<file path="src/rtl/matrix_scan_driver_pkg.sv">
// Shared definitions for the 4x4 matrix path: geometry, scan states and the
// frame bit-ordering helper also used by the game-logic block.
package matrix_pkg;

    localparam int MATRIX_ROWS = 4;
    localparam int MATRIX_COLS = 4;

    typedef enum logic {
        ST_BLANK = 1'b0,
        ST_DRIVE = 1'b1
    } scan_state_t;

    // Frame bit holding row r, column c.
    function automatic int cell_idx(input int r, input int c);
        return MATRIX_COLS * r + c;
    endfunction

endpackage

</file>
<file path="src/rtl/matrix_scan_driver_scan_timer.sv">
// Loadable down-counter; tc is high while the count sits at zero.
module scan_timer #(
    parameter int           W       = 4,
    parameter logic [W-1:0] RST_VAL = '0
) (
    input  logic         clk,
    input  logic         rst_n,
    input  logic         load,
    input  logic [W-1:0] load_val,
    output logic         tc
);

    logic [W-1:0] cnt;

    always_ff @(posedge clk or negedge rst_n) begin
        if (!rst_n)
            cnt <= RST_VAL;
        else if (load)
            cnt <= load_val;
        else if (cnt != '0)
            cnt <= cnt - 1'b1;
    end

    assign tc = (cnt == '0);

endmodule

</file>
<file path="src/rtl/matrix_scan_driver.sv">
// Row-multiplexed 4x4 LED scan driver: latches a frame at the start of row 0,
// drives each row for DWELL_CYCLES with BLANK_CYCLES of dark time before it.
//
// state    | meaning
// ---------+-------------------------------------------------------------
// ST_BLANK | all rows/cols off, timing the gap before row row_idx
// ST_DRIVE | row drv select active, cols show that row's frame nibble
module matrix_scan_driver
    import matrix_pkg::*;
#(
    parameter int DWELL_CYCLES   = 1000,
    parameter int BLANK_CYCLES   = 16,
    parameter bit ROW_ACTIVE_LOW = 1'b1,
    parameter bit COL_ACTIVE_LOW = 1'b0
) (
    input  logic        clk,
    input  logic        rst_n,
    input  logic [15:0] matrix,
    output logic [3:0]  rows,
    output logic [3:0]  cols,
    output logic        frame_start
);

    localparam int CMAX     = (DWELL_CYCLES > BLANK_CYCLES) ? DWELL_CYCLES : BLANK_CYCLES;
    localparam int CW       = (CMAX > 1) ? $clog2(CMAX) : 1;
    localparam int BLANK_LD = (BLANK_CYCLES > 0) ? BLANK_CYCLES - 1 : 0;
    localparam logic [CW-1:0] DWELL_VAL = CW'(DWELL_CYCLES - 1);
    localparam logic [CW-1:0] BLANK_VAL = CW'(BLANK_LD);
    localparam logic [3:0] ROWS_OFF = {4{ROW_ACTIVE_LOW}};
    localparam logic [3:0] COLS_OFF = {4{COL_ACTIVE_LOW}};

    scan_state_t    st, st_nxt;
    logic [1:0]     row_idx, drv_row;
    logic [15:0]    frame_buf, src;
    logic [3:0]     rows_nxt, cols_nxt, nib;
    logic           fs_nxt, tc, enter_drive, latch;
    logic [CW-1:0]  load_val;

    // The timer reloads on every terminal count with the length of the next state.
    assign load_val = (st_nxt == ST_DRIVE) ? DWELL_VAL : BLANK_VAL;

    scan_timer #(
        .W       (CW),
        .RST_VAL (BLANK_VAL)
    ) u_timer (
        .clk      (clk),
        .rst_n    (rst_n),
        .load     (tc),
        .load_val (load_val),
        .tc       (tc)
    );

    always_ff @(posedge clk or negedge rst_n) begin
        if (!rst_n)
            st <= ST_BLANK;
        else
            st <= st_nxt;
    end

    always_comb begin
        st_nxt = st;
        case (st)
            ST_BLANK: if (tc) st_nxt = ST_DRIVE;
            ST_DRIVE: if (tc && BLANK_CYCLES != 0) st_nxt = ST_BLANK;
            default:  st_nxt = ST_BLANK;
        endcase
    end

    // With no blanking, a DRIVE terminal count moves directly into the next row.
    always_comb begin
        enter_drive = tc && (st == ST_BLANK || BLANK_CYCLES == 0);
        drv_row     = (st == ST_DRIVE) ? row_idx + 2'd1 : row_idx;
        latch       = enter_drive && (drv_row == 2'd0);
        src         = latch ? matrix : frame_buf;
        nib         = '0;
        for (int c = 0; c < MATRIX_COLS; c++)
            nib[c] = src[4'(cell_idx(int'(drv_row), c))] ^ COL_ACTIVE_LOW;
        rows_nxt = rows;
        cols_nxt = cols;
        fs_nxt   = 1'b0;
        if (enter_drive) begin
            rows_nxt = (4'b0001 << drv_row) ^ ROWS_OFF;
            cols_nxt = nib;
            fs_nxt   = latch;
        end else if (st == ST_DRIVE && tc) begin
            rows_nxt = ROWS_OFF;
            cols_nxt = COLS_OFF;
        end
    end

    always_ff @(posedge clk or negedge rst_n) begin
        if (!rst_n) begin
            rows        <= ROWS_OFF;
            cols        <= COLS_OFF;
            frame_start <= 1'b0;
            row_idx     <= 2'd0;
            frame_buf   <= 16'h0000;
        end else begin
            rows        <= rows_nxt;
            cols        <= cols_nxt;
            frame_start <= fs_nxt;
            if (latch)
                frame_buf <= matrix;
            if (st == ST_DRIVE && tc)
                row_idx <= row_idx + 2'd1;
        end
    end

endmodule

</file>
<file path="config.mk">
export PLATFORM = sky130hd
export DESIGN_NAME = matrix_scan_driver
export DESIGN_NICKNAME = d
export VERILOG_FILES = /design/src/rtl/matrix_scan_driver_pkg.sv /design/src/rtl/matrix_scan_driver_scan_timer.sv /design/src/rtl/matrix_scan_driver.sv
export SDC_FILE = /design/constraint.sdc
export NUM_CORES = 1
export LEC_CHECK = 0
export CAP_MARGIN = 0
export CORE_MARGIN = 1.5
export CORE_UTILIZATION = 48
export CTS_CLUSTER_DIAMETER = 30
export DETAILED_ROUTE_END_ITERATION = 10
export PLACE_DENSITY = 0.75
export RECOVER_POWER = 50
export SLEW_MARGIN = 25
export SYNTH_ARGS = -nofsm -noshare
export SYNTH_HDL_FRONTEND = slang
export SYNTH_SLANG_ARGS = --single-unit
</file>
<file path="constraint.sdc">
create_clock -name clk -period 2.8 [get_ports clk]
set_clock_uncertainty 0.1 [all_clocks]
set_input_delay 0.7 -clock clk [delete_from_list [all_inputs] [get_ports clk]]
set_output_delay 0.7 -clock clk [all_outputs]
set_load 0.005 [all_outputs]
</file>
Yosys cells after proc, flatten, opt, wreduce, memory -nomap -nowiden

Cells that the tools add are included.

Register bits: 38
Bits of input ports: 18

Shift operators: 1
Reductions and logical operators: 8
Magnitude comparators: 4
$add $sub $neg: 5
Mux-type cells: 25
Bitwise logic cells: 2

Operators by type and width:

| kind                                                                          | count |
|---|---|
| 10-bit 2-to-1 mux                                                             | 3 |
| 4-bit by 6-bit less-than comparator with 1-bit output (second input constant) | 4 |
| 16-bit 2-to-1 mux                                                             | 1 |
| 4-bit 2-to-1 mux                                                              | 4 |
| 1-bit binary-select mux with 4-bit select                                     | 3 |
| 1-bit 2-to-1 mux                                                              | 11 |
| 10-bit zero test                                                              | 1 |
| 10-bit nonzero test                                                           | 1 |
| 10-bit by 1-bit subtractor with 10-bit output (second input constant)         | 1 |
| 4-bit by 2-bit adder with 4-bit output (second input constant)                | 2 |
| 4-bit by 1-bit adder with 4-bit output (second input constant)                | 1 |
| 4-bit inverter                                                                | 1 |
| 2-bit nonzero test                                                            | 2 |
| 1-bit by 2-bit left shift with 4-bit output (first input constant)            | 1 |
| 1-bit logical AND                                                             | 3 |
| 2-bit by 1-bit adder with 2-bit output (second input constant)                | 1 |
| 1-bit binary-select mux with 2-bit select                                     | 1 |
| 2-bit zero test                                                               | 1 |
| 2-bit 2-to-1 mux                                                              | 1 |
| 1-bit case mux with 2 select lines                                            | 1 |
| 1-bit inverter                                                                | 1 |

Longest topological paths before layout

Gate-level depths: netlist of run 1.

Depth after elaboration: 9
Gate-level depth with buffers: 12
Mapped depth without buffers: 9

Hierarchy

Synthesis of run 1 repeated with hierarchy kept, for this count alone.

Cells, all modules: 183
Area, all modules: 1881.8 um^2

By module, submodules not included:

| module             | area an instance (um^2) | instances | sequential area each (um^2) | cells an instance |
|---|---|---|---|---|
| matrix_scan_driver | 1282.5                  | 1         | 605.6                       | 116 |
| scan_timer         | 599.3                   | 1         | 255.2                       | 67 |

Least setup slack after synthesis of run 1

No wires, ideal clock.

Path type: flip-flop to flip-flop
Start: reg u_timer.cnt[0]
End: reg frame_buf[10]
Stages on the path, launching flop included: 13
Buffers on the path: 4
Data arrival time: 2.688 ns
Required time: 2.575 ns
Setup slack: -0.113 ns
Library setup time: 0.125 ns
Period minus slack after synthesis: 2.913 ns
Cell sequence: dfstp_2 inv_1 ha_1 or4b_1 buf_2 or3_1 buf_6 inv_1 ha_1 clkbuf_1 nand2_1 buf_2 mux2_2

Longest elaborated chain between the ends: 4

RTL lines:

| element                | line                                | text |
|---|---|---|
| start, declared        | matrix_scan_driver_scan_timer.sv:13 | `logic [W-1:0] cnt;` |
| start signal, assigned | matrix_scan_driver_scan_timer.sv:19 | `cnt <= load_val;` |
| start signal, assigned | matrix_scan_driver_scan_timer.sv:21 | `cnt <= cnt - 1'b1;` |
| 10-bit zero test       | matrix_scan_driver_scan_timer.sv:24 | `assign tc = (cnt == '0);` |
| 1-bit logical AND      | matrix_scan_driver.sv:71            | `enter_drive = tc && (st == ST_BLANK \|\| BLANK_CYCLES == 0);` |
| 1-bit logical AND      | matrix_scan_driver.sv:73            | `latch = enter_drive && (drv_row == 2'd0);` |
| 16-bit 2-to-1 mux      | n/a                                 |  |
| via src[10]            | matrix_scan_driver.sv:34            | `logic [15:0] frame_buf, src;` |
| end signal, assigned   | matrix_scan_driver.sv:103           | `frame_buf <= matrix;` |
| end, declared          | matrix_scan_driver.sv:34            |  |

The timed path passes the listed nets, and every way through them passes these cells.
A chain may end at the register's enable or synchronous reset.

Worst setup path in the final report of run 1

Start: reg u_timer.cnt[0]
End: reg frame_buf[14]

Same word-level chain as after synthesis.

==> results of run 1 <==
[worst paths after layout]
| kind | from | to | slack, ns | depth (start not counted) |
|---|---|---|---|---|
| min | u_timer.cnt[0] | u_timer.cnt[0] | 0.37 | 1 |
| min reg2reg | u_timer.cnt[0] | u_timer.cnt[0] | 0.37 | 1 |
| max | u_timer.cnt[0] | frame_buf[14] | 0.19 | 8 |
| max reg2reg | u_timer.cnt[0] | frame_buf[14] | 0.19 | 8 |
| min in group asynchronous | rst_n | u_timer.cnt[5] | 0.94 | 2 |
| max in group asynchronous | rst_n | frame_buf[9] | 1.13 | 2 |
[cells by family after synthesis]
group                    Yosys count  share of synthesized area (%)
flip-flops                        34                           48.5
adder cells (fa/ha/maj)            4                           2.82
multiplexers                      24                           14.8
XOR/XNOR                           7                           3.46
buffers and inverters             25                           5.85
AO/OA/AOI/OAI                     43                           15.3
AND/OR/NAND/NOR                   35                           9.24
[worst register-to-register path, delay by kind of cell (launching register included)]
family / cells / cell delay, ns
adders and majority gates: 2 / 0.37
muxes: 1 / 0.32
buffers and inverters: 2 / 0.20
and+or+nand+nor: 3 / 1.12
DFF: 1 / 0.38
[Yosys cell counts]
| cell type | n |
|---|---|
| sky130_fd_sc_hd__dfrtp_1 | 26 |
| sky130_fd_sc_hd__mux2_2 | 18 |
| sky130_fd_sc_hd__a21oi_1 | 16 |
| sky130_fd_sc_hd__nand2_1 | 15 |
| sky130_fd_sc_hd__inv_1 | 12 |
| sky130_fd_sc_hd__nor2_1 | 9 |
| sky130_fd_sc_hd__dfstp_2 | 8 |
| sky130_fd_sc_hd__clkbuf_1 | 7 |
| sky130_fd_sc_hd__o21ai_0 | 7 |
| sky130_fd_sc_hd__mux2i_1 | 6 |
| sky130_fd_sc_hd__a31oi_1 | 5 |
| sky130_fd_sc_hd__xnor2_1 | 5 |
| sky130_fd_sc_hd__a22o_1 | 4 |
| sky130_fd_sc_hd__ha_1 | 4 |
| sky130_fd_sc_hd__o32ai_1 | 4 |
| sky130_fd_sc_hd__buf_1 | 3 |
| sky130_fd_sc_hd__nor3_1 | 3 |
| sky130_fd_sc_hd__o31ai_1 | 3 |
| sky130_fd_sc_hd__buf_2 | 2 |
| sky130_fd_sc_hd__or3_1 | 2 |
| sky130_fd_sc_hd__xor2_1 | 2 |
| sky130_fd_sc_hd__and2_1 | 1 |
| sky130_fd_sc_hd__buf_6 | 1 |
| sky130_fd_sc_hd__nand2b_1 | 1 |
| sky130_fd_sc_hd__o211ai_1 | 1 |
| sky130_fd_sc_hd__o22ai_1 | 1 |
| sky130_fd_sc_hd__o31a_1 | 1 |
| sky130_fd_sc_hd__o32a_1 | 1 |
| sky130_fd_sc_hd__or2_2 | 1 |
| sky130_fd_sc_hd__or3b_2 | 1 |
| sky130_fd_sc_hd__or4_2 | 1 |
| sky130_fd_sc_hd__or4b_1 | 1 |
[area by class of cell]
class,instances,share of cell area (%)
Inverter,12,2.08
Timing Repair Buffer,31,13.7
Tap cell,46,2.66
Multi-Input combinational cell,113,37.8
Sequential cell,34,39.8
Clock buffer,7,3.99
[state kept, by name, indices dropped and copies added (netlist names)]
name and count:
row_idx 2, frame_buf 12, st 1, rows 4, frame_start 1, u_timer.cnt 10, cols 4
[stage by stage]
step / hold slack [ns] / setup slack [ns] / instance area [um^2] / cells / utilization (%)
floorplan: 0.304 / 0.0362 / 1780 / 172 / -
global placement: 0.343 / 0.265 / 2070 / 236 / 60.2
detailed placement: 0.360 / 0.121 / 2070 / 236 / 60.2
CTS: 0.377 / 0.106 / 2160 / 243 / 62.7
global route: 0.386 / 0.0195 / 2160 / 243 / 62.8
finish: 0.369 / 0.188 / 2160 / 243 / 62.8
[cells in the final DEF, fill, tap and decap left out, types with 2 or more instances in the layout]
cell type,synthesis,routed
sky130_fd_sc_hd__dfrtp_1,26,26
sky130_fd_sc_hd__o21ai_0,7,7
sky130_fd_sc_hd__mux2i_1,6,6
sky130_fd_sc_hd__buf_4,0,4
sky130_fd_sc_hd__nand2_1,15,14
sky130_fd_sc_hd__dlygate4sd3_1,0,3
sky130_fd_sc_hd__nor3_1,3,3
sky130_fd_sc_hd__clkdlybuf4s50_1,0,23
sky130_fd_sc_hd__inv_1,12,12
sky130_fd_sc_hd__o31ai_1,3,3
sky130_fd_sc_hd__mux2_2,18,18
sky130_fd_sc_hd__a21oi_1,16,16
sky130_fd_sc_hd__xor2_1,2,2
sky130_fd_sc_hd__ha_1,4,4
sky130_fd_sc_hd__o32ai_1,4,4
sky130_fd_sc_hd__nor2_1,9,9
sky130_fd_sc_hd__xnor2_1,5,5
sky130_fd_sc_hd__a31oi_1,5,5
sky130_fd_sc_hd__a22o_1,4,4
sky130_fd_sc_hd__or3_1,2,2
sky130_fd_sc_hd__dfstp_2,8,8
sky130_fd_sc_hd__clkbuf_8,0,6
[per-layer routing]
| layer | global-route usage (%) | share of wire (%) | wire length, um |
|---|---|---|---|
| met1 | 23.1 | 44 | 1510 |
| met2 | 34.0 | 50 | 1730 |
| met3 | 3.52 | 4.5 | 154 |
| met4 | 8.15 | 2.0 | 68 |
| met5 | 0 | 0 | 0 |
[report_power, final]
group	internal, mW	switching, mW
Clock	0.195	0.163
Combinational	0.0403	0.0219
Sequential	0.504	0.00856
Total	0.739	0.193
[timing repair]
| item | 4_1_cts | 5_1_grt |
|---|---|---|
| resized for setup | 0 | 1 |
| buffers inserted | 0 | 0 |
| setup endpoints to repair | 0 | 12 |
==> parameters.txt, run 1 <==
Parameter                              Value

CTS
  CTS buffer count ... 5
  CTS Root Cell ... sky130_fd_sc_hd__clkbuf_8
  Clock buffer depth ... 2
  TritonCTS clock tree ... built
  Number of clock sinks ... 34
  Skew-Pair Late Insertion Delay ... roughly 0.28 ns
  CTS clk-pin slew, worst paths ... approximately 0.07 ns
  Hold buffer count at CTS ... 0
  Clock H-tree levels ... 2

Logic synthesis
  Unique cell type count in the Yosys netlist ... 32
  Post-synthesis sequential area ratio ... between 40% and 50%
  Proportion of netlist area held by the largest area contributor ... between 30% and 40%
  Library cell with the largest summed area after synthesis ... sky130_fd_sc_hd__dfrtp_1
  Number of warnings reported in the yosys synthesis log ... 0
  Cell area after synthesis ... ~1800 um^2
  Cell types occupying the most area after synthesis ... sky130_fd_sc_hd__dfrtp_1, sky130_fd_sc_hd__dfstp_2, sky130_fd_sc_hd__mux2_2
  Nets in the synthesized netlist ... 194
  Syn Area/Cell ... a little over 10 um^2
  Number of flip-flops and latches in the synthesized netlist ... 34
  Count of mapped cells out of synthesis ... roughly 170

Global route
  Wire length of the first global-routing pass ... 6.18 mm
  Antenna violations before repair ... 0
  Vias in the first global route ... roughly 1400
  Maximum number of pins on one net before global-route repair ... 35
  Overall track demand over capacity in global routing ... slightly below 20%
  Total global routing overflow ... 0

Power and ir drop
  PD cells ... approximately 430 nW/um^2
  Static leakage ... about 0.94 nW
  Total Power ... just over 900 uW
  Worst supply voltage drop on vdd ... approximately 0.36 mV

STA
  Unrepaired setup endpoints after global routing ... no
  Transition time at the pin with the least slew margin ... roughly 0.82 ns
  Fraction of the cycle the final worst path needs ... 93.3%
  Hold Fails Final Rpt ... 0
  Setup TNS ... 0 ns
  Final setup violation count ... 0
  Achievable frequency ... approximately 0.38 GHz
  Worst slew margin ... 45.1%
  Post-layout minimum cycle time ... ~2.6 ns
  Final Max Tran Viols ... 0

Setup path
  Slowest stage cell, crit path ... sky130_fd_sc_hd__or4b_1
  Endpoint type of the worst setup path ... flip-flop
  Worst setup path class ... reg -> reg
  Worst path required time ... 2.86 ns
  Crit path max-delay family ... simple AND/OR/NAND/NOR gates
  Type of element launching the critical path ... flip-flop
  Maximum fanout count along the critical path ... 14
  Number of buffer and inverter stages on the critical path ... 2
  Crit path DAT ... ~2.7 ns
  Maximum cell stage delay along the critical path ... approximately 0.53 ns
  List of cells traversed by the critical path ... inv_1 > ha_1 > or4b_1 > or3_1 > inv_1 > ha_1 > nand2_4 > mux2_2

Drt
  Pre-Repair DR Iteration Count ... 4
  Vias ... about 1300
  Post-DRT Antenna Nets ... 0
  Final WL ... about 3.5 mm
  Via-to-Cell Ratio ... 5.48
  First-iteration detailed-routing DRC count ... between 60 and 70
  Average wire per standard cell ... approximately 14 um
  DRC viols ... 0

Hold path
  Class of the worst hold path ... reg -> reg

Placement
  Placer's final routability congestion estimate ... 0.820
  Number of input and output port buffers inserted ... 26
  HPWL reported at the end of detailed placement ... ~2.5 mm

Final layout
  Growth of design area from synthesis to finish ... 21.9%
  Final Net Count ... roughly 220
  Area of the multi-input gates ... between 800 and 900 um^2
  N_diodes ... 0
  Fraction of layout instances using a drive strength above 1 ... about a fifth
  Flip-flop and latch area ... approximately 860 um^2
  Fill cell total of the finished layout ... ~280

Job
  Max-cap check violation count ... 0

Die
  Starting density of the core ... 51.5%
  Horiz. Die Dim ... ~64 um
  Chip Height ... 63.8 um
  IO Count ... 27
  Total die area ... roughly 4000 um^2
  Placeable core region ... about 3400 um^2
  Row cnt ... 21

Run status
  Run status ... finished, final reports clean
Power figures use the tool's default switching activity.
==> run 2, diff against run 1 <==
--- a/config.mk
+++ b/config.mk
@@ -12,6 +12,8 @@
 export DETAILED_ROUTE_END_ITERATION = 10
 export PLACE_DENSITY = 0.75
 export RECOVER_POWER = 50
+export SETUP_SLACK_MARGIN = 0.2
+export SKIP_LAST_GASP = 1
 export SLEW_MARGIN = 25
 export SYNTH_ARGS = -nofsm -noshare
 export SYNTH_HDL_FRONTEND = slang
==> run 2 against run 1 <==
Net effect:
- critical path depth stayed put
- final area is 2.6% higher
- fmax increased by 3.0%
- combinational power is essentially flat
- highest routed layer unchanged
==> parameters.txt, run 2 (synthesized netlist as in run 1, its figures left out) <==
Parameter                              Value

Die
  Chip Height ... 63.8 um
  Horiz. Die Dim ... 63.8 um
  IO Count ... 27
  Starting density of the core ... 51.5%
  Row cnt ... 21
  Total die area ... between 4000 and 5000 um^2
  Placeable core region ... between 3000 and 4000 um^2

Global route
  Vias in the first global route ... between 1000 and 1500
  Maximum number of pins on one net before global-route repair ... 35
  GR Layer Usage met1 ... between 20 and 30%
  Antenna violations before repair ... 0
  Total global routing overflow ... 0
  Met3 track demand over resource in global routing ... approximately 5.6%
  Met2 Usage GRT ... approximately 32%
  Overall track demand over capacity in global routing ... 19.9%
  Wire length of the first global-routing pass ... 6.27 mm
  Most used routing layer ... met2

Final layout
  Most common cell after layout, fill and taps aside ... sky130_fd_sc_hd__dfrtp_1
  Leading registers by flop count ... frame_buf: 12 flops, u_timer.cnt: 10 flops
  Fill cell total of the finished layout ... around 260
  Growth of design area from synthesis to finish ... 25.0%
  Final Net Count ... around 220
  Leading cell types in the layout, fill and taps excluded ... sky130_fd_sc_hd__dfrtp_1, sky130_fd_sc_hd__clkdlybuf4s50_1, sky130_fd_sc_hd__mux2_2
  Flip-flop count of the largest register after layout ... 12
  Flip-flop and latch area ... ~860 um^2
  Fraction of layout instances using a drive strength above 1 ... around 23%
  Register containing the most flip-flops in the final layout ... frame_buf
  Area of the multi-input gates ... between 800 and 900 um^2
  Cell area after layout ... between 2000 and 2500 um^2
  N_diodes ... 0

STA
  Transition time at the pin with the least slew margin ... slightly above 0.8 ns
  Hold Fails Final Rpt ... 0
  Final Max Tran Viols ... 0
  Setup TNS ... 0 ns
  Worst slew margin ... roughly 46%
  Unrepaired setup endpoints after global routing ... no
  Final setup violation count ... 0
  Min Hold Slack ... about 0.40 ns
  Post-layout minimum cycle time ... around 2.5 ns
  Fraction of the cycle the final worst path needs ... between 90% and 100%
  Achievable frequency ... around 0.39 GHz
  Final critical-path setup slack ... roughly 0.27 ns

Placement
  HPWL reported at the end of detailed placement ... 2.56 mm
  Number of input and output port buffers inserted ... 26
  Placer's final routability congestion estimate ... 0.795
  Placed cell area ... between 2000 and 2500 um^2
  Worst setup timing slack at the placement stage ... approximately 0.22 ns

CTS
  CTS clk-pin slew, worst paths ... ~0.070 ns
  TritonCTS clock tree ... built
  Skew-Pair Late Insertion Delay ... slightly below 0.3 ns
  Clock H-tree levels ... 2
  Post-cts sizing count ... 0
  Number of clock sinks ... 34
  Number of setup buffers added after CTS ... 0
  CTS buffer count ... 5
  CTS Root Cell ... sky130_fd_sc_hd__clkbuf_8
  Clock buffer depth ... 2
  Hold buffer count at CTS ... 0

Drt
  Via-to-Cell Ratio ... 5.51
  First-iteration detailed-routing DRC count ... 68
  Post-DRT Antenna Nets ... 0
  Average wire per standard cell ... approximately 15 um
  Pre-Repair DR Iteration Count ... 4
  Vias ... approximately 1300
  DRC viols ... 0
  Final WL ... ~3.5 mm

Run status
  Run status ... finished, final reports clean

Power and ir drop
  Static leakage ... roughly 0.96 nW
  Worst supply voltage drop on vdd ... approximately 0.4 mV
  PD cells ... just over 500 nW/um^2
  Total Power ... about 1.1 mW

Setup path
  Worst setup slack for register-to-register paths ... approximately 0.27 ns
  Worst path required time ... ~2.9 ns
  Maximum fanout count along the critical path ... 14
  Worst setup path class ... reg -> reg
  Endpoint type of the worst setup path ... flip-flop
  Crit path DAT ... roughly 2.6 ns
  Type of element launching the critical path ... flip-flop

Job
  Max-cap check violation count ... 0

Hold path
  Class of the worst hold path ... reg -> reg
==> run 2: cell type report <==
type                       count  share of cell area (%)
clock buffer                   5                    3.10
inverter                      12                    2.03
multi-input combinational    113                    37.1
sequential                    34                    38.8
clock inverter                 3                    3.10
timing repair buffer          31                    13.3
tap                           46                    2.59
==> run 2: path summary, 6_finish.rpt <==
check / start / endpoint / cells after the start
max in group asynchronous: rst_n / frame_buf[8] / 2
worst min-delay path: u_timer.cnt[0] / u_timer.cnt[0] / 1
worst max-delay path: u_timer.cnt[0] / frame_buf[4] / 8
worst max register to register: u_timer.cnt[0] / frame_buf[4] / 8
min in group asynchronous: rst_n / u_timer.cnt[5] / 2
worst min register to register: u_timer.cnt[0] / u_timer.cnt[0] / 1
==> run 2: worst max-delay path, stage by stage (launching register included) <==
cell and delay, ns:
sky130_fd_sc_hd__dfstp_1 0.39, sky130_fd_sc_hd__inv_1 0.10, sky130_fd_sc_hd__ha_1 0.16, sky130_fd_sc_hd__or4b_1 0.53, sky130_fd_sc_hd__or3_1 0.40, sky130_fd_sc_hd__inv_2 0.10
sky130_fd_sc_hd__ha_2 0.20, sky130_fd_sc_hd__nand2_4 0.13, sky130_fd_sc_hd__mux2_2 0.31
==> run 2: routing by layer <==
metal / vias up / routed length (um)
met1: 638 / 1510
met5: - / 0
li1: 659 / -
met2: 43 / 1800
met3: 5 / 179
met4: 0 / 52
==> run 2: report_power, final <==
| part | leakage [nW] | internal, mW | total, mW | switching (mW) |
|---|---|---|---|---|
| registers | 0.377 | 0.503 | 0.512 | 0.00862 |
| clock network | 0.0683 | 0.356 | 0.541 | 0.184 |
| logic | 0.512 | 0.0406 | 0.0622 | 0.0216 |
| total | 0.957 | 0.900 | 1.12 | 0.215 |
==> run 2: stage by stage <==
stage / cells / utilization, %
6_report: 244 / 64.4
3_5_place_dp: 236 / 60.5
2_1_floorplan: 172 / -
5_1_grt: 244 / 64.4
4_1_cts: 244 / 64.4
3_3_place_gp: 236 / 60.5
==> run 3, diff against run 2 <==
--- a/config.mk
+++ b/config.mk
@@ -12,6 +12,7 @@
 export DETAILED_ROUTE_END_ITERATION = 10
 export PLACE_DENSITY = 0.75
 export RECOVER_POWER = 50
+export REMOVE_ABC_BUFFERS = 1
 export SETUP_SLACK_MARGIN = 0.2
 export SKIP_LAST_GASP = 1
 export SLEW_MARGIN = 25
==> run 3 against run 2 <==
Net effect:
- non-clock buffer count increased by 3
- final cell count rose by 1.2%
- critical path type unchanged
- sequential power about the same
- largest cell class unchanged
- first-iteration DRC count decreased by 19%
==> parameters.txt, run 3 (synthesized netlist as in run 1, its figures left out) <==
Parameter                              Value

CTS
  TritonCTS clock tree ... built
  CTS clk-pin slew, worst paths ... 0.05 ns
  CTS buffer count ... 5
  Clock H-tree levels ... 2
  Clock buffer depth ... 2
  Skew-Pair Late Insertion Delay ... 0.28 ns
  Number of clock sinks ... 34
  CTS Root Cell ... sky130_fd_sc_hd__clkbuf_8
  Hold buffer count at CTS ... 0

Final layout
  Leading registers by flop count ... frame_buf: 12 flops, u_timer.cnt: 10 flops
  Flip-flop count of the largest register after layout ... 12
  Cell area after layout ... about 2200 um^2
  Register containing the most flip-flops in the final layout ... frame_buf
  Final Net Count ... roughly 220
  Growth of design area from synthesis to finish ... 22.5%
  Fraction of layout instances using a drive strength above 1 ... between 20% and 30%
  Leading cell types in the layout, fill and taps excluded ... sky130_fd_sc_hd__dfrtp_1, sky130_fd_sc_hd__clkdlybuf4s50_1, sky130_fd_sc_hd__mux2_2
  Most common cell after layout, fill and taps aside ... sky130_fd_sc_hd__dfrtp_1
  Post-Route Utilization ... 63.1%
  N_diodes ... 0

Global route
  Maximum number of pins on one net before global-route repair ... 35
  Wire length of the first global-routing pass ... about 6.4 mm
  Overall track demand over capacity in global routing ... roughly a fifth
  Vias in the first global route ... ~1400
  Total global routing overflow ... 0
  Antenna violations before repair ... 0

STA
  Unrepaired setup endpoints after global routing ... no
  Fraction of the cycle the final worst path needs ... between 80 and 90%
  Min Hold Slack ... 0.386 ns
  Worst slew margin ... 46.1%
  Hold Fails Final Rpt ... 0
  Achievable frequency ... a little over 0.4 GHz
  Post-layout minimum cycle time ... 2.48 ns
  Final Max Tran Viols ... 0
  Final critical-path setup slack ... between 0.3 and 0.4 ns
  Final setup violation count ... 0
  Transition time at the pin with the least slew margin ... a little over 0.8 ns

Setup path
  Endpoint type of the worst setup path ... flip-flop
  Startpoint of the most critical register-to-register path ... u_timer.cnt[0]
  List of cells traversed by the critical path ... inv_1 > ha_1 > or4b_1 > or3_1 > inv_1 > ha_1 > nand2_4 > mux2_2
  Beginning of the critical path ... u_timer.cnt[0]
  Worst setup path class ... reg -> reg
  Crit path DAT ... 2.54 ns
  Maximum fanout count along the critical path ... 13
  Worst path required time ... 2.86 ns
  Type of element launching the critical path ... flip-flop
  Maximum cell stage delay along the critical path ... 0.45 ns
  Slowest stage cell, crit path ... sky130_fd_sc_hd__or4b_1

Placement
  Number of input and output port buffers inserted ... 26
  Worst setup timing slack at the placement stage ... between 0.1 and 0.15 ns
  Placer's final routability congestion estimate ... around 0.77
  HPWL reported at the end of detailed placement ... around 2.6 mm
  Placed cell area ... 2090 um^2

Die
  Placeable core region ... roughly 3400 um^2
  Starting density of the core ... 51.5%
  IO Count ... 27
  Total die area ... slightly above 4000 um^2
  Chip Height ... about 64 um
  Row cnt ... 21
  Horiz. Die Dim ... between 60 and 70 um

Hold path
  Class of the worst hold path ... reg -> reg
  Start point of the worst hold path ... u_timer.cnt[0]

Power and ir drop
  Part of the power in registers ... a little under three fifths
  PD cells ... between 400 and 500 nW/um^2
  Portion of total power attributed to the clock network ... a little under two fifths
  Worst supply voltage drop on vdd ... approximately 0.36 mV
  Psw ... around 190 uW
  Pint ... a little over 700 uW
  Static leakage ... 0.938 nW
  Combinational cell fraction of total power ... slightly below 7%
  Fraction of power spent switching nets ... between 20% and 30%

Drt
  Vias ... ~1400
  Via-to-Cell Ratio ... 5.53
  Average wire per standard cell ... 14.7 um
  DRC viols ... 0
  Pre-Repair DR Iteration Count ... 4
  First-iteration detailed-routing DRC count ... between 50 and 60
  Final WL ... around 3.6 mm
  Post-DRT Antenna Nets ... 0

Job
  Max-cap check violation count ... 0

Run status
  Run status ... finished, final reports clean
## run 3: changes by cell type in the layout (fill, tap and decap cells not counted)
cell / before / now
sky130_fd_sc_hd__inv_1: 11 / 12
sky130_fd_sc_hd__buf_4: 4 / 5
sky130_fd_sc_hd__ha_1: 2 / 3
sky130_fd_sc_hd__clkdlybuf4s50_1: 24 / 25
sky130_fd_sc_hd__clkinv_4: 1 / 0
sky130_fd_sc_hd__inv_2: 1 / 0
sky130_fd_sc_hd__clkbuf_1: 0 / 5
sky130_fd_sc_hd__ha_2: 2 / 1
sky130_fd_sc_hd__bufinv_16: 2 / 0
sky130_fd_sc_hd__dlygate4sd3_1: 2 / 1
## run 3: path summary, 6_finish.rpt
check                                 endpoint  slack (ns)  cells after the start
worst max-delay path              frame_buf[4]        0.32                      8
worst min-delay path            u_timer.cnt[0]        0.39                      1
worst max register to register    frame_buf[4]        0.32                      8
worst min register to register  u_timer.cnt[0]        0.39                      1
max in group asynchronous       u_timer.cnt[5]        1.16                      2
min in group asynchronous         frame_buf[5]        0.93                      2
## run 3: power groups by stage
stage | clock network [mW] | logic, mW | registers, mW
after floorplan | 0 | 0.0203 | 0.519
after global placement | 0 | 0.0616 | 0.520
after detailed placement | 0 | 0.0634 | 0.521
after CTS | 0.349 | 0.0637 | 0.512
after global routing | 0.374 | 0.0685 | 0.513
final | 0.336 | 0.0617 | 0.512
## run 3: timing repair
action / in CTS / in global routing
cloned: 0 / 0
setup endpoints to repair: 13 / 16
gates resized for setup: 1 / 2
buffers inserted: 0 / 0
pin swaps: 0 / 0
## run 3: worst max-delay path, delay by kind of cell, from the launching register on
| family | cells | cell delay [ns] |
|---|---|---|
| simple gates | 3 | 1.01 |
| flops | 1 | 0.38 |
| fa+ha+maj | 2 | 0.37 |
| mux | 1 | 0.31 |
| buf+inv | 2 | 0.19 |
## run 3: through the flow
step	cells	setup TNS (ns)	total power, mW
floorplan	159	-2.67	0.539
global placement	239	0	0.581
detailed placement	239	0	0.584
CTS	247	0	0.925
global route	247	0	0.956
finish	247	0	0.910
## run 3: cell type report
cell class                      instances  area, um^2
Fill cell                             271        1270
Sequential cell                        34         861
Multi-Input combinational cell        113         820
Timing Repair Buffer                   34         310
Clock buffer                            8        80.1
Tap cell                               46        57.6
Inverter                               12        45.0
## run 3: layer usage
metal	part of all wire [%]	track usage [%]	up-vias
met5	0	0	-
met4	0.97	8.15	0
met3	5.2	6.87	4
met2	54	35.2	32
met1	40	24.0	672
li1	-	-	657
